==> config.mk <==
export PLATFORM = sky130hd
export DESIGN_NAME = adpll_loop_ctrl
export DESIGN_NICKNAME = d
export VERILOG_FILES = /design/src/rtl/adpll_pkg.sv /design/src/rtl/adpll_lock_detect.sv /design/src/rtl/adpll_loop_ctrl.sv
export SDC_FILE = /design/constraint.sdc
export NUM_CORES = 1
export LEC_CHECK = 0
export CORE_ASPECT_RATIO = 1.1
export CORE_MARGIN = 4
export CORE_UTILIZATION = 45
export CTS_CLUSTER_DIAMETER = 40
export DETAILED_ROUTE_END_ITERATION = 12
export GPL_TIMING_DRIVEN = 0
export PLACE_DENSITY = 0.73
export SLEW_MARGIN = 20
export SYNTH_ARGS = -nofsm -noshare
export SYNTH_HDL_FRONTEND = slang
export SYNTH_SLANG_ARGS = --single-unit
==> constraint.sdc <==
create_clock -name fpga_clk_i -period 5.4 [get_ports fpga_clk_i]
set_clock_uncertainty 0.2 [all_clocks]
set_input_delay 0.54 -clock fpga_clk_i [delete_from_list [all_inputs] [get_ports fpga_clk_i]]
set_output_delay 0.54 -clock fpga_clk_i [all_outputs]
set_load 0.02 [all_outputs]
==> src/rtl/adpll_pkg.sv <==
// Shared definitions for the ADPLL loop controller: state encoding, sign tracking
// codes, default widths and small integer saturation helpers.
package adpll_pkg;

    typedef enum logic [1:0] {
        ST_IDLE    = 2'd0,
        ST_ACQUIRE = 2'd1,
        ST_TRACK   = 2'd2,
        ST_LOCKED  = 2'd3
    } adpll_state_e;

    // Sign of the previous nonzero phase-error sample seen in ACQUIRE.
    localparam logic [1:0] PS_NONE = 2'b00;
    localparam logic [1:0] PS_POS  = 2'b01;
    localparam logic [1:0] PS_NEG  = 2'b10;

    localparam int DEF_CTRL_WIDTH = 5;
    localparam int DEF_PDET_WIDTH = 8;
    localparam int DEF_INT_WIDTH  = 12;
    localparam int DEF_FRAC_BITS  = 4;

    function automatic int sat_s(input int x, input int w);
        int hi;
        int lo;
        hi = (1 << (w - 1)) - 1;
        lo = -(1 << (w - 1));
        if (x > hi) return hi;
        if (x < lo) return lo;
        return x;
    endfunction

    function automatic int clamp_u(input int x, input int w);
        int hi;
        hi = (1 << w) - 1;
        if (x > hi) return hi;
        if (x < 0)  return 0;
        return x;
    endfunction

    function automatic int abs_s(input int x);
        return (x < 0) ? -x : x;
    endfunction

endpackage

==> src/rtl/adpll_lock_detect.sv <==
// Lock qualification: counts consecutive in-window samples in TRACK and flags
// loss of lock in LOCKED using a wider unlock window for hysteresis.
module adpll_lock_detect
    import adpll_pkg::*;
#(
    parameter int PDET_WIDTH    = 8,
    parameter int LOCK_THRESH   = 2,
    parameter int UNLOCK_THRESH = 8,
    parameter int LOCK_COUNT    = 16
) (
    input  logic                clk_i,
    input  logic                rst_ni,
    input  logic                clear_i,
    input  logic                sample_i,
    input  adpll_state_e        mode_i,
    input  logic [PDET_WIDTH:0] abs_err_i,
    output logic                lock_req_o,
    output logic                unlock_req_o
);

    localparam int CNT_W = $clog2(LOCK_COUNT + 1);
    localparam logic [CNT_W-1:0]    CNT_MAX  = CNT_W'(LOCK_COUNT);
    localparam logic [PDET_WIDTH:0] LOCK_T   = (PDET_WIDTH + 1)'(LOCK_THRESH);
    localparam logic [PDET_WIDTH:0] UNLOCK_T = (PDET_WIDTH + 1)'(UNLOCK_THRESH);

    logic [CNT_W-1:0] cnt_q, cnt_d;
    logic             in_window;
    logic             out_hyst;

    assign in_window = (abs_err_i <= LOCK_T);
    assign out_hyst  = (abs_err_i > UNLOCK_T);

    always_comb begin
        cnt_d        = cnt_q;
        lock_req_o   = 1'b0;
        unlock_req_o = 1'b0;
        if (clear_i) begin
            cnt_d = '0;
        end else if (sample_i) begin
            case (mode_i)
                ST_TRACK: begin
                    if (in_window) begin
                        // Counter pins at LOCK_COUNT instead of wrapping.
                        if (cnt_q < CNT_MAX) cnt_d = cnt_q + 1'b1;
                        lock_req_o = (cnt_q >= CNT_MAX - 1'b1);
                    end else begin
                        cnt_d = '0;
                    end
                end
                ST_LOCKED: begin
                    if (out_hyst) begin
                        unlock_req_o = 1'b1;
                        cnt_d        = '0;
                    end
                end
                default: cnt_d = '0;
            endcase
        end
    end

    always_ff @(posedge clk_i or negedge rst_ni) begin
        if (!rst_ni) cnt_q <= '0;
        else         cnt_q <= cnt_d;
    end

endmodule

==> src/rtl/adpll_loop_ctrl.sv <==
// ADPLL loop controller: saturating integral filter with ACQUIRE/TRACK gain switching,
// lock detection and ring-oscillator frequency-select mapping. ADPLL_PROP_PATH_EN adds a proportional path.
module adpll_loop_ctrl
    import adpll_pkg::*;
#(
    parameter int CTRL_WIDTH    = DEF_CTRL_WIDTH,
    parameter int PDET_WIDTH    = DEF_PDET_WIDTH,
    parameter int INT_WIDTH     = DEF_INT_WIDTH,
    parameter int FRAC_BITS     = DEF_FRAC_BITS,
    parameter int BIAS          = 16,
    parameter int ACQ_SHIFT     = 0,
    parameter int TRK_SHIFT     = 2,
    parameter int LOCK_THRESH   = 2,
    parameter int UNLOCK_THRESH = 8,
    parameter int LOCK_COUNT    = 16,
    parameter int KP_SHIFT      = 1
) (
    input  logic                         fpga_clk_i,
    input  logic                         reset_n_i,
    input  logic                         enable_i,
    input  logic signed [PDET_WIDTH-1:0] error_i,
    input  logic                         error_valid_i,
    output logic        [CTRL_WIDTH-1:0] freq_sel_o,
    output logic signed [CTRL_WIDTH-1:0] dco_cc_o,
    output logic                         locked_o,
    output logic                         lost_lock_o,
    output logic                         [1:0] state_o
);

    if (INT_WIDTH < CTRL_WIDTH + FRAC_BITS) begin : g_bad_int_width
        $error("INT_WIDTH must be at least CTRL_WIDTH+FRAC_BITS");
    end
    if (KP_SHIFT < 0 || KP_SHIFT >= PDET_WIDTH) begin : g_bad_kp_shift
        $error("KP_SHIFT out of range");
    end

    adpll_state_e                 state_q;
    logic signed [INT_WIDTH-1:0]  integ_q, integ_d;
    logic signed [CTRL_WIDTH-1:0] dco_cc_q, dco_cc_d;
    logic        [CTRL_WIDTH-1:0] freq_sel_q, freq_sel_d;
    logic        [1:0]            prev_sign_q;
    logic                         locked_q;
    logic                         lost_lock_q;

    logic [PDET_WIDTH:0] abs_err;
    logic                err_zero;
    logic                err_neg;
    logic                sign_flip;
    logic                lock_req;
    logic                unlock_req;

    int step_n;
    int integ_n;
    int dco_raw;
    int dco_n;
    int freq_n;
    int abs_n;

    // Filter datapath evaluated in plain integers; all parameterised widths fit well within 32 bits.
    always_comb begin
        step_n = (state_q == ST_ACQUIRE) ? (int'(error_i) >>> ACQ_SHIFT)
                                         : (int'(error_i) >>> TRK_SHIFT);
        integ_n = sat_s(int'(integ_q) + step_n, INT_WIDTH);
        dco_raw = integ_n >>> FRAC_BITS;
`ifdef ADPLL_PROP_PATH_EN
        dco_raw = dco_raw + (int'(error_i) >>> KP_SHIFT);
`endif
        dco_n   = sat_s(dco_raw, CTRL_WIDTH);
        freq_n  = clamp_u(BIAS - dco_n, CTRL_WIDTH);
        abs_n   = abs_s(int'(error_i));

        integ_d    = INT_WIDTH'(integ_n);
        dco_cc_d   = CTRL_WIDTH'(dco_n);
        freq_sel_d = CTRL_WIDTH'(freq_n);
        abs_err    = (PDET_WIDTH + 1)'(abs_n);
    end

    assign err_zero  = (error_i == '0);
    assign err_neg   = error_i[PDET_WIDTH-1];
    assign sign_flip = ((prev_sign_q == PS_POS) && err_neg) ||
                       ((prev_sign_q == PS_NEG) && !err_neg && !err_zero);

    adpll_lock_detect #(
        .PDET_WIDTH   (PDET_WIDTH),
        .LOCK_THRESH  (LOCK_THRESH),
        .UNLOCK_THRESH(UNLOCK_THRESH),
        .LOCK_COUNT   (LOCK_COUNT)
    ) u_lock_detect (
        .clk_i       (fpga_clk_i),
        .rst_ni      (reset_n_i),
        .clear_i     (!enable_i),
        .sample_i    (error_valid_i),
        .mode_i      (state_q),
        .abs_err_i   (abs_err),
        .lock_req_o  (lock_req),
        .unlock_req_o(unlock_req)
    );

    always_ff @(posedge fpga_clk_i or negedge reset_n_i) begin
        if (!reset_n_i) begin
            state_q     <= ST_IDLE;
            integ_q     <= '0;
            dco_cc_q    <= '0;
            freq_sel_q  <= CTRL_WIDTH'(BIAS);
            prev_sign_q <= PS_NONE;
            locked_q    <= 1'b0;
            lost_lock_q <= 1'b0;
        end else if (!enable_i) begin
            state_q     <= ST_IDLE;
            integ_q     <= '0;
            dco_cc_q    <= '0;
            freq_sel_q  <= CTRL_WIDTH'(BIAS);
            prev_sign_q <= PS_NONE;
            locked_q    <= 1'b0;
            lost_lock_q <= 1'b0;
        end else begin
            lost_lock_q <= 1'b0;
            if (state_q == ST_IDLE) begin
                state_q <= ST_ACQUIRE;
            end else if (error_valid_i) begin
                integ_q    <= integ_d;
                dco_cc_q   <= dco_cc_d;
                freq_sel_q <= freq_sel_d;
                case (state_q)
                    ST_ACQUIRE: begin
                        if (err_zero || sign_flip) state_q <= ST_TRACK;
                        if (!err_zero) prev_sign_q <= err_neg ? PS_NEG : PS_POS;
                    end
                    ST_TRACK: begin
                        if (lock_req) begin
                            state_q  <= ST_LOCKED;
                            locked_q <= 1'b1;
                        end
                    end
                    ST_LOCKED: begin
                        if (unlock_req) begin
                            state_q     <= ST_TRACK;
                            locked_q    <= 1'b0;
                            lost_lock_q <= 1'b1;
                        end
                    end
                    default: state_q <= ST_IDLE;
                endcase
            end
        end
    end

    assign freq_sel_o  = freq_sel_q;
    assign dco_cc_o    = dco_cc_q;
    assign locked_o    = locked_q;
    assign lost_lock_o = lost_lock_q;
    assign state_o     = state_q;

endmodule

### After elaboration in Yosys (flattened, before gate mapping)

Index checks and enable logic that the tools add are counted.

| word-level totals | value |
|---|---|
| bits in registers | 33 |
| input bits | 12 |
| output and inout bits | 14 |

| cells by class | value |
|---|---|
| add/subtract/negate cells | 4 |
| $lt $le $gt $ge | 11 |
| equal/unequal tests | 18 |
| mux-type cells | 70 |
| reductions and logical operators | 14 |

Operators by type and width:

| cell | count |
|---|---|
| 32-bit 2-to-1 mux | 6 |
| 5-bit 2-to-1 mux | 15 |
| 12-bit 2-to-1 mux | 3 |
| 32-bit by 6-bit > comparator with 1-bit output, second input constant | 1 |
| 32-bit by 1-bit less-than comparator with 1-bit output, second input constant | 1 |
| 6-bit by 32-bit subtractor with 32-bit output, first input constant | 1 |
| 28-bit by 5-bit > comparator with 1-bit output, second input constant | 1 |
| 28-bit by 5-bit less-than comparator with 1-bit output, second input constant | 1 |
| 1-bit 2-to-1 mux | 27 |
| 2-bit 2-to-1 mux | 12 |
| 12-bit by 8-bit adder with 13-bit output | 1 |
| 13-bit by 12-bit > comparator with 1-bit output, second input constant | 1 |
| 13-bit by 12-bit less-than comparator with 1-bit output, second input constant | 1 |
| 11-bit 2-to-1 mux | 1 |
| 5-bit case mux with 2 select lines | 1 |
| 9-bit by 4-bit > comparator with 1-bit output, second input constant | 1 |
| 9-bit by 2-bit less-or-equal comparator with 1-bit output, second input constant | 1 |
| 9-bit 2-to-1 mux | 1 |
| 8-bit negator with 9-bit output | 1 |
| 8-bit zero test | 1 |
| 8-bit by 1-bit less-than comparator with 1-bit output, second input constant | 1 |
| 4-bit != test, second input constant | 2 |
| 4-bit AND reduction | 2 |
| 7-bit 2-to-1 mux | 1 |
| 22 further kinds | 33 |

### Logic depth before layout (Yosys ltp)

Gate-level depths: netlist of run 1.

| depth | value |
|---|---|
| depth in word-level cells | 22 |
| gate-level depth with buffers | 21 |
| depth with buffers taken out | 18 |

### Cells and area by module

Synthesis of run 1 repeated with hierarchy kept, for this count alone.

| unflattened totals | value |
|---|---|
| cells, all modules | 351 |
| area total of the unflattened synthesis | 2967.8 um^2 |

Modules (own cells, without submodules):

| module | instances | cells each | area each (um^2) | seq. area each (um^2) |
|---|---|---|---|---|
| adpll_loop_ctrl | 1 | 306 | 2534.9 | 701.9 |
| adpll_lock_detect | 1 | 45 | 432.9 | 125.1 |

### Worst setup path before layout of run 1

No wires, ideal clock.

| timing | value |
|---|---|
| path kind | register to register |
| start | reg state_q[0] (netlist: state_o[0]) |
| end | reg freq_sel_q[2] (netlist: freq_sel_o[2]) |
| arrival time | 4.581 ns |
| setup slack | 0.553 ns |
| cell stages (with the launch flop) | 20 |
| buffers on the path | 3 |
| cells stage by stage | dfrtp_1 -> clkbuf_1 -> nor2b_1 -> clkbuf_1 -> nand2b_1 -> nand2_1 -> ha_1 -> a21o_4 -> a311o_1 -> or4_1 -> and4_4 -> buf_6 -> a2111oi_4 -> nand2b_1 -> a22oi_2 -> inv_1 -> ha_1 -> or3_1 -> mux2i_1 -> a221o_1 |

| on the way | value |
|---|---|
| longest elaborated chain between the ends | 22 |

Ends and longest elaborated chain:

| what | line | source |
|---|---|---|
| start, declared | adpll_loop_ctrl.sv:37 | `adpll_state_e state_q;` |
| start signal, assigned | adpll_loop_ctrl.sv:101 | `state_q <= ST_IDLE;` |
| start signal, assigned | adpll_loop_ctrl.sv:109 | `state_q <= ST_IDLE;` |
| start signal, assigned | adpll_loop_ctrl.sv:119 | `state_q <= ST_ACQUIRE;` |
| 2-bit by 1-bit equality test with 1-bit output | adpll_loop_ctrl.sv:61 | `step_n = (state_q == ST_ACQUIRE) ? (int'(error_i) >>> ACQ_SHIFT)` |
| 7-bit 2-to-1 mux | adpll_loop_ctrl.sv:61 |  |
| 12-bit by 8-bit adder with 13-bit output | adpll_loop_ctrl.sv:63 | `integ_n = sat_s(int'(integ_q) + step_n, INT_WIDTH);` |
| 13-bit by 12-bit > comparator with 1-bit output / 13-bit by 12-bit less-than comparator with 1-bit output (equally long branches) | adpll_pkg.sv:27, adpll_pkg.sv:28 |  |
| 11-bit 2-to-1 mux / 1-bit 2-to-1 mux (equally long branches) | adpll_pkg.sv:27, adpll_pkg.sv:28 |  |
| 32-bit 2-to-1 mux / 1-bit 2-to-1 mux (equally long branches) | adpll_pkg.sv:28 | `if (x < lo) return lo;` |
| 32-bit 2-to-1 mux | adpll_pkg.sv:29 | `return x;` |
| 32-bit 2-to-1 mux | adpll_pkg.sv:28 |  |
| (+6 left out) | - |  |
| 32-bit by 6-bit > comparator with 1-bit output / 32-bit by 1-bit less-than comparator with 1-bit output (equally long branches) | adpll_pkg.sv:35, adpll_pkg.sv:36 |  |
| 5-bit 2-to-1 mux / 1-bit 2-to-1 mux (equally long branches) | adpll_pkg.sv:35, adpll_pkg.sv:36 |  |
| 5-bit 2-to-1 mux / 1-bit 2-to-1 mux (equally long branches) | adpll_pkg.sv:36 | `if (x < 0) return 0;` |
| 5-bit 2-to-1 mux | adpll_pkg.sv:37 | `return x;` |
| 5-bit 2-to-1 mux | adpll_pkg.sv:36 |  |
| 5-bit 2-to-1 mux | adpll_loop_ctrl.sv:120 | `end else if (error_valid_i) begin` |
| 5-bit 2-to-1 mux | adpll_loop_ctrl.sv:118 | `if (state_q == ST_IDLE) begin` |
| 5-bit 2-to-1 mux | adpll_loop_ctrl.sv:108 | `end else if (!enable_i) begin` |
| end signal, assigned | adpll_loop_ctrl.sv:104 | `freq_sel_q <= CTRL_WIDTH'(BIAS);` |
| end signal, assigned | adpll_loop_ctrl.sv:112 | `freq_sel_q <= CTRL_WIDTH'(BIAS);` |
| end signal, assigned | adpll_loop_ctrl.sv:123 | `freq_sel_q <= freq_sel_d;` |
| end, declared | adpll_loop_ctrl.sv:40 | `logic [CTRL_WIDTH-1:0] freq_sel_q, freq_sel_d;` |

Several ways; a longest one is shown, not always the timed one. The select of a mux whose other input is x is not followed.
A chain may end at the register's enable or synchronous reset.

### Worst setup path in the final report of run 1

| timing | value |
|---|---|
| start | reg state_q[0] (netlist: state_o[0]) |
| end | reg freq_sel_q[4] (netlist: freq_sel_o[4]) |

Same word-level chain as after synthesis.

==> key figures, run 1 <==
Power
  – Peak supply drop: between 0.2 and 0.25 mV
  – P per Cell Area: around 530 nW/um2
  – Overall Power: 1.823 mW
  – Leakage: 1.534 nW

Placement
  – Dpl hpwl: 5.310 mm
  – Port bufs: 22
  – Routability cong.: 0.8944

Job
  – Max-Cap Viols: 0

Worst setup path
  – Worst Setup End Kind: register
  – R2R setup slack: between 200 and 300 ps
  – Worst-path fanout max: 9
  – CP arrival: 5100 ps
  – Kind of critical path: register to register
  – CP startpoint kind: register
  – Req. time, crit path: 5390 ps

Die
  – Num ports: 26
  – Initial Utilization: 47.27%
  – FP Rows: 30
  – Die area: 7948 um2
  – Horiz. Die Dim: 85.37 um
  – Die height: 93.11 um
  – Area of the core: 6269 um2

Global routing
  – Global-route wire length before repair: 11.54 mm
  – Vias in the first global route: 2564
  – All-Layer GR Usage: 17.72%
  – Initial antenna violation count: 0
  – Pin count of the biggest net entering global routing: 28
  – Overflow after GRT: 0

Synthesis
  – Xor/xnor share of the synthesized area: 2.956%
  – Seq/Total Area, Yosys: 27.91%
  – Synth Warn #: 0
  – Post-Synth Adder-Cell Area: 13.34%
  – Cell Area, Synth: 2963 um2
  – Post-Synth Simple-Gate Area: between 20% and 30%
  – Most frequent cell after synthesis: nand2_1
  – Seq cells post-synth: 33
  – Yosys top cell by area: dfrtp_1
  – Syn_nets: 397
  – Post-synth top cells: nand2_1, dfrtp_1, o21ai_0, ha_1
  – Avg Inst Size Synth: 8.276 um2
  – Yosys cell types: 68
  – Post-synth top flop: dfrtp_1
  – Complex-gate fraction of the synthesized area: between 20% and 30%
  – Post-Syn Instances: 358
  – Main area contributors after synthesis: dfrtp_1, ha_1, nand2_1, o21ai_0, a21oi_1
  – Area fraction of the dominant cell type after synthesis: 27.03%
  – Post-synth EDFFs: 0
  – Main combinational cell family by area after synthesis: compound AO/OA/AOI/OAI gates
  – Multiplexer area fraction after synthesis: 3.252%
  – FFs w/ async S/R, synth: between 90% and 100%

Final layout
  – Layout cells sized above 1: 10.80%
  – Layout Nets: 427
  – Synth-to-layout area growth: 15.96%
  – Layout fillers: 607
  – ANT cells: 0

STA
  – FMAX: around 200 MHz
  – Final Hold Fails: 0
  – Fin. max-slew vios: 0
  – Setup-failing EPs final: 0
  – Actual slew at the worst max-slew pin: 706.1 ps
  – Slew headroom: 52.59%
  – Unrepaired setup endpoints after global routing: no
  – Hold WS: approximately 270 ps
  – Minimum clock period: between 5000 and 6000 ps
  – Setup TNS: 0 ps
  – Final Cycle Share: 94.59%

Clock network
  – Worst-skew pair later-pin latency: 290 ps
  – Post-CTS Setup Bufs: 0
  – Root Buffer: clkbuf_8
  – Clk slew on worst S/H paths: 70 ps
  – CTS buffer count: 5
  – Clock sink count: 33
  – CTS Buffer Depth: 2
  – H-tree depth: 2
  – CTS tree: yes

Routing
  – Post-DR wirelength/cell: 14.78 um
  – Pre-antenna DRT Iters: 4
  – Via count: roughly 2700
  – DR vias/cell: 5.855
  – Antenna-violating nets left: 0
  – Post-detailed-route DRC marker count: 0
  – Total wire length: approximately 6.9 mm
  – Initial drt markers: 128

Run status
  – Status: finished clean

Hold path
  – Worst hold path class: register to register
what timing repair did:
item / CTS / global route
endpoints found under the hold margin: 6 / 0
setup endpoints to repair: 0 / 5
gates resized for setup: 0 / 8
hold buffers: 1 / 0
final timing paths:
kind                       cells after the start        endpoint           from
setup / recovery                              19   freq_sel_o[4]     state_o[0]
hold / removal                                 2   freq_sel_o[1]  freq_sel_o[1]
setup reg to reg                              19   freq_sel_o[4]     state_o[0]
hold reg to reg                                2   freq_sel_o[1]  freq_sel_o[1]
max in group asynchronous                      3   freq_sel_o[4]      reset_n_i
min in group asynchronous                      2  prev_sign_q[1]      reset_n_i
layer usage:
| metal | up-vias | track usage, % | wire, um |
|---|---|---|---|
| met2 | 56 | 31.22 | 3428 |
| met5 | - | 0 | 0 |
| li1 | 1365 | - | - |
| met3 | 9 | 3.348 | 239 |
| met1 | 1316 | 21.80 | 3195 |
| met4 | 0 | 5.277 | 68 |
cell usage in the layout (no fill, tap or decap), types with 11 or more instances in the layout:
master,instances
o21ai_0,30
clkdlybuf4s50_1,21
nand2_1,41
ha_1,26
nor2_1,18
nand3_1,13
a21oi_1,24
clkbuf_1,11
inv_1,24
dfrtp_1,32
layout make-up:
class	count	area (um2)	area share (%)
buffer	18	92.59	2.695
clock buffer	7	86.33	2.513
clock inverter	1	30.03	0.8740
inverter	24	90.09	2.622
multi-input combinational	282	1964	57.17
sequential	33	827.0	24.07
tap	80	100.1	2.913
timing repair buffer	24	245.2	7.138
through the flow:
stage	worst slack (ps)	instances	instance area (um2)	util, %
2_1_floorplan	552.6	358	2963	-
6_report	292.2	469	3436	54.81
3_3_place_gp	-104.5	460	3283	52.38
3_5_place_dp	-102.1	461	3298	52.61
5_1_grt	33.81	469	3436	54.81
4_1_cts	15.23	470	3425	54.63
critical path, stage by stage (launching register included):
cell	delay, ps
dfrtp_1	510
nor2b_1	190
clkbuf_2	220
mux2_2	360
ha_1	230
inv_1	90
fa_1	200
nor2b_1	80
o31a_1	290
or4_2	610
o211ai_1	280
a32o_1	210
o31a_1	280
a21oi_1	100
a21oi_1	230
ha_1	280
nand3_1	80
nor3_1	170
a31oi_1	140
a221oi_1	260
report_power, final:
group	internal, mW	switching [mW]
combinational	0.503	0.700
sequential	0.317	0.0580
clock	0.150	0.0948
cell families after synthesis:
family,Yosys count
compound gates,110
xor+xnor,10
fa+ha+maj,32
buf+inv,43
flops,33
mux,9
simple gates,121
state kept, by name, indices dropped and copies added (netlist names):
| register | cells |
|---|---|
| dco_cc_o | 5 |
| freq_sel_o | 5 |
| integ_q | 12 |
| locked_o | 1 |
| lost_lock_o | 1 |
| prev_sign_q | 2 |
| state_o | 2 |
| u_lock_detect.cnt_q | 5 |
Power figures use the tool's default switching activity.
==> inputs of run 2 (changes only) <==
--- a/config.mk
+++ b/config.mk
@@ -11,6 +11,7 @@
 export CTS_CLUSTER_DIAMETER = 40
 export DETAILED_ROUTE_END_ITERATION = 12
 export GPL_TIMING_DRIVEN = 0
+export HOLD_SLACK_MARGIN = 0.06
 export PLACE_DENSITY = 0.73
 export SLEW_MARGIN = 20
 export SYNTH_ARGS = -nofsm -noshare
==> results of run 2 <==
The final DEF is identical to that of run 1; final timing and power are the same.
==> RTL change 1 (config.mk and constraints of run 1) <==
The parameter `BIAS` goes from 16 to 8.
--- a/src/rtl/adpll_loop_ctrl.sv
+++ b/src/rtl/adpll_loop_ctrl.sv
@@ -9,3 +9,3 @@
     parameter int FRAC_BITS     = DEF_FRAC_BITS,
-    parameter int BIAS          = 16,
+    parameter int BIAS          = 8,
     parameter int ACQ_SHIFT     = 0,
Behaviour: not the same (a bounded check fails within 4 cycles, from zero or initial values and one cycle with reset_n_i low).
==> RTL change 1 against run 1 <==
- area after synthesis shrank 1.2%
- setup slack got worse by 0.081 ns
- wire length is 8.5% higher
- synthesized cell count decreased by 4.2%
- critical path depth up 3
- sequential share of layout area down 1.2 points
- sequential cell count stayed put
- register-to-register slack worse by 0.07 ns
- power down 31%
- largest power group unchanged
- critical endpoint is now freq_sel_o[4]
- final cell count up 0.85%
- final area grew 5.5%
- global-route usage is 1.2 points higher
==> RTL change 1: results (changes against run 1) <==
\begin{tabular}{lr}
\hline
Metric & Value \\
\hline
\multicolumn{2}{l}{\textbf{Power and ir drop}} \\
\quad Leakage power of the design & 1.578 nW (+2.8\%) \\
\quad NetSw & 0.5616 mW (-34\%) \\
\quad Power of the clock network & 0.191 mW (-22\%) \\
\quad Peak supply drop & 0.2012 mV (-17\%) \\
\multicolumn{2}{l}{\textbf{STA}} \\
\quad Max Clock Freq & 0.1927 GHz (-1.6\%) \\
\quad Slew at the pin closest to its max-slew limit & 0.6397 ns (-0.06635 ns) \\
\multicolumn{2}{l}{\textbf{Layout}} \\
\quad Clk tree area frac & 2.381\% (-1.0 points) \\
\quad Final Non-Filler Cells & 473 (+0.85\%) \\
\quad Sequential share of cell area & 22.88\% (-1.2 points) \\
\quad Number of combinational gates with multiple inputs & 280 (-0.71\%) \\
\quad Area occupied by multi-input gates & 2087 µm² (+6.2\%) \\
\quad Number of flip-flops and latches & 33 (unchanged) \\
\quad Share of layout cells above drive strength 1 & 19.08\% (+8.3 points) \\
\multicolumn{2}{l}{\textbf{Detailed routing}} \\
\quad Overall routed net length & 7.519 mm (+8.5\%) \\
\quad Routed length on met2 & 3.784 mm (+10\%) \\
\quad Detailed Route Iter0 Violations & 161 (+26\%) \\
\quad Routed wl met3 & 310 µm (+30\%) \\
\multicolumn{2}{l}{\textbf{Place}} \\
\quad Total instance count after detailed placement & 448 (-2.8\%) \\
\quad Placement Setup Slack & -1.039 ns (-0.9366 ns) \\
\quad Number of port buffers & 24 (+9.1\%) \\
\quad Final RePlAce weighted congestion & 0.8415 (-5.9\%) \\
\multicolumn{2}{l}{\textbf{GRT}} \\
\quad Met2 Track Usage GR & 32.11\% (+0.90 points) \\
\quad Global-route track usage on met1 & 24.09\% (+2.3 points) \\
\quad Maximum number of pins on one net before global-route repair & 22 (-21\%) \\
\quad Vias in the first global route & 2,648 (+3.3\%) \\
\multicolumn{2}{l}{\textbf{Logic synthesis}} \\
\quad Commonest cells in the netlist & sky130\_fd\_sc\_hd\_\_nand2\_1 (40), sky130\_fd\_sc\_hd\_\_dfrtp\_1 (32), sky130\_fd\_sc\_hd\_\_ha\_1 (26), sky130\_fd\_sc\_hd\_\_o21ai\_0 (26), sky130\_fd\_sc\_hd\_\_a21oi\_1 (20) \\
\quad Number of distinct library cells after synthesis & 66 (-2.9\%) \\
\quad Share of synthesized area occupied by flip-flops and latches & 28.25\% (+0.33 points) \\
\quad Net count after synthesis & 382 (-3.8\%) \\
\multicolumn{2}{l}{\textbf{Outcome}} \\
\quad Run status & complete, no violations \\
\multicolumn{2}{l}{\textbf{Setup path}} \\
\quad Reg2Reg Launch Point & state\_o[1] \\
\quad Category of cells accounting for the largest share of critical-path delay & simple AND/OR/NAND/NOR gates \\
\multicolumn{2}{l}{\textbf{Worst hold path}} \\
\quad Source of the worst hold timing path & freq\_sel\_o[0] \\
\multicolumn{2}{l}{\textbf{Floorplan}} \\
\quad Die X & 84.91 µm (-0.54\%) \\
\hline
\end{tabular}
## RTL change 1: cell types whose count changed in the layout (fill, tap and decap cells not counted), sizes merged, moves of 4 or more
| cell | before | now |
|---|---|---|
| maj3 | 5 | 1 |
| a22o | 4 | 15 |
| nand2b | 4 | 9 |
| nand3 | 13 | 8 |
| a21oi | 26 | 21 |
| buf | 5 | 26 |
| clkbuf | 22 | 11 |
| inv | 24 | 17 |
## RTL change 1: worst reg2reg max path: cells and delay by family (launching register included)
kind / cells / cell delay, ns
buffers and inverters: 3 / 0.19
adders and majority gates: 4 / 0.88
DFF: 1 / 0.43
and+or+nand+nor: 7 / 1.58
AOI/OAI and AO/OA: 9 / 1.79
## RTL change 1: logic make-up after synthesis
| group | count (synthesis) | synth area share, % |
|---|---|---|
| xor gates and xnor gates | 13 | 3.889 |
| buffers and inverters | 30 | 3.974 |
| muxes | 3 | 1.111 |
| and+or+nand+nor | 115 | 21.07 |
| AOI/OAI and AO/OA | 121 | 29.57 |
| adders and majority gates | 28 | 12.14 |
| DFF | 33 | 28.25 |
## RTL change 1: worst max path at each step
stage | end | cells past startpoint | from
floorplan | freq_sel_o[4] | 26 | state_o[0]
global placement | freq_sel_o[4] | 24 | error_i[7]
detailed placement | freq_sel_o[4] | 24 | error_i[7]
CTS | freq_sel_o[4] | 23 | state_o[1]
global route | freq_sel_o[4] | 22 | error_i[6]
finish | freq_sel_o[4] | 22 | error_i[6]
## RTL change 1: what timing repair did
item / in CTS / in global routing
gates resized for setup: 19 / 27
setup endpoints to repair: 5 / 5
cloned: 0 / 0
hold buffers: 1 / 0
endpoints found under the hold margin: 12 / 0
buffers inserted: 2 / 16
pin swaps: 3 / 7
==> RTL change 2 (settings of run 1) <==
Without the edit above. Register the inputs `enable_i` and `error_valid_i` before use. The logic sees them one clock later. The other inputs are not delayed to match.
--- a/src/rtl/adpll_loop_ctrl.sv
+++ b/src/rtl/adpll_loop_ctrl.sv
@@ -28,2 +28,10 @@
 );
+
+    logic enable_q;
+    logic error_valid_q;
+
+    always_ff @(posedge fpga_clk_i) begin
+        enable_q      <= enable_i;
+        error_valid_q <= error_valid_i;
+    end
 
@@ -90,4 +98,4 @@
         .rst_ni      (reset_n_i),
-        .clear_i     (!enable_i),
-        .sample_i    (error_valid_i),
+        .clear_i     (!enable_q),
+        .sample_i    (error_valid_q),
         .mode_i      (state_q),
@@ -107,3 +115,3 @@
             lost_lock_q <= 1'b0;
-        end else if (!enable_i) begin
+        end else if (!enable_q) begin
             state_q     <= ST_IDLE;
@@ -119,3 +127,3 @@
                 state_q <= ST_ACQUIRE;
-            end else if (error_valid_i) begin
+            end else if (error_valid_q) begin
                 integ_q    <= integ_d;
Behaviour: not the same (Yosys sat finds a counterexample within 4 cycles, from zero or initial values and one cycle with reset_n_i low).
==> RTL change 2 against run 1 <==
- sequential cell count is 2 higher
- synthesized cell count fell by 2.8%
- final area grew 1.2%
- setup slack lost 0.012 ns
- power fell by 35%
- highest routed layer unchanged
- wire length up 7.4%
- critical endpoint is now freq_sel_o[0]
- register-to-register slack better by 0.11 ns
- area after synthesis rose by 1.3%
- critical path depth did not move
==> RTL change 2: results (changes against run 1) <==
\begin{tabular}{lr}
\hline
Metric & Value \\
\hline
\multicolumn{2}{l}{\textbf{Outcome}} \\
\quad Run status & complete, no violations \\
\multicolumn{2}{l}{\textbf{Detailed routing}} \\
\quad Mean number of vias per cell & 5.946 (+1.6\%) \\
\quad Detailed Route Iter0 Violations & 130 (+1.6\%) \\
\multicolumn{2}{l}{\textbf{STA}} \\
\quad Ratio of final minimum period to clock period & 94.81\% (+0.23 points) \\
\quad Post-Route Hold Slack & 0.2821 ns (+0.01514 ns) \\
\multicolumn{2}{l}{\textbf{Logic synthesis}} \\
\quad Net count after synthesis & 387 (-2.5\%) \\
\quad Area share of fa/ha/maj cells after synthesis & 11.50\% (-1.8 points) \\
\quad Async set or reset register ratio after synthesis & 94.29\% (-5.7 points) \\
\quad Synthesized netlist cell count & 348 (-2.8\%) \\
\quad Post-Synth XOR/XNOR Area & 3.460\% (+0.50 points) \\
\quad Compound-gate portion of the synthesized area & 29.89\% (+4.6 points) \\
\quad Share of synthesized area spent on multiplexers & 1.042\% (-2.2 points) \\
\multicolumn{2}{l}{\textbf{Power and ir drop}} \\
\quad Leakage power of the design & 1.508 nW (-1.7\%) \\
\quad Sequential group share of total power & 27.7\% (+7.1 points) \\
\quad Peak supply drop & 0.1999 mV (-17\%) \\
\multicolumn{2}{l}{\textbf{Setup path}} \\
\quad Maximum fanout encountered on the critical timing path & 17 (+8) \\
\quad Reg2Reg Launch Point & state\_o[1] \\
\quad Worst Reg-to-Reg Cells & 18 (-1) \\
\quad Critical-path top delay cell & sky130\_fd\_sc\_hd\_\_or4b\_2 \\
\quad Capturing point of the worst reg2reg path & freq\_sel\_o[0] \\
\multicolumn{2}{l}{\textbf{Place}} \\
\quad Number of port buffers & 24 (+9.1\%) \\
\quad Placement Setup Slack & -0.4498 ns (-0.3477 ns) \\
\quad Final RePlAce weighted congestion & 0.9025 (+0.91\%) \\
\multicolumn{2}{l}{\textbf{Layout}} \\
\quad Sequential share of cell area & 24.93\% (+0.86 points) \\
\quad Final Net Count & 419 (-1.9\%) \\
\quad Number of fill cells & 589 (-3.0\%) \\
\multicolumn{2}{l}{\textbf{GRT}} \\
\quad First-pass GRT wire length & 12.56 mm (+8.9\%) \\
\quad Vias in the first global route & 2,614 (+2.0\%) \\
\quad Maximum number of pins on one net before global-route repair & 22 (-21\%) \\
\multicolumn{2}{l}{\textbf{Worst hold path}} \\
\quad Source of the worst hold timing path & dco\_cc\_o[2] \\
\hline
\end{tabular}
[RTL change 2: cell types whose count changed after synthesis, moves of 4 or more]
cell	run 1	this run
sky130_fd_sc_hd__inv_1	24	19
sky130_fd_sc_hd__nand2_1	41	37
sky130_fd_sc_hd__clkbuf_1	13	9
sky130_fd_sc_hd__nand3_1	13	3
sky130_fd_sc_hd__a22o_1	4	11
sky130_fd_sc_hd__maj3_1	5	0
sky130_fd_sc_hd__o2bb2ai_1	0	8
sky130_fd_sc_hd__a21oi_1	24	17
sky130_fd_sc_hd__mux2_2	5	1
sky130_fd_sc_hd__buf_2	0	4
sky130_fd_sc_hd__o21ai_0	30	35
[RTL change 2: per-layer routing]
metal | part of all wire, % | routed length [µm]
met1 | 45 | 3345
met2 | 50 | 3686
met3 | 3.8 | 286
met4 | 1.7 | 125
met5 | 0 | 0
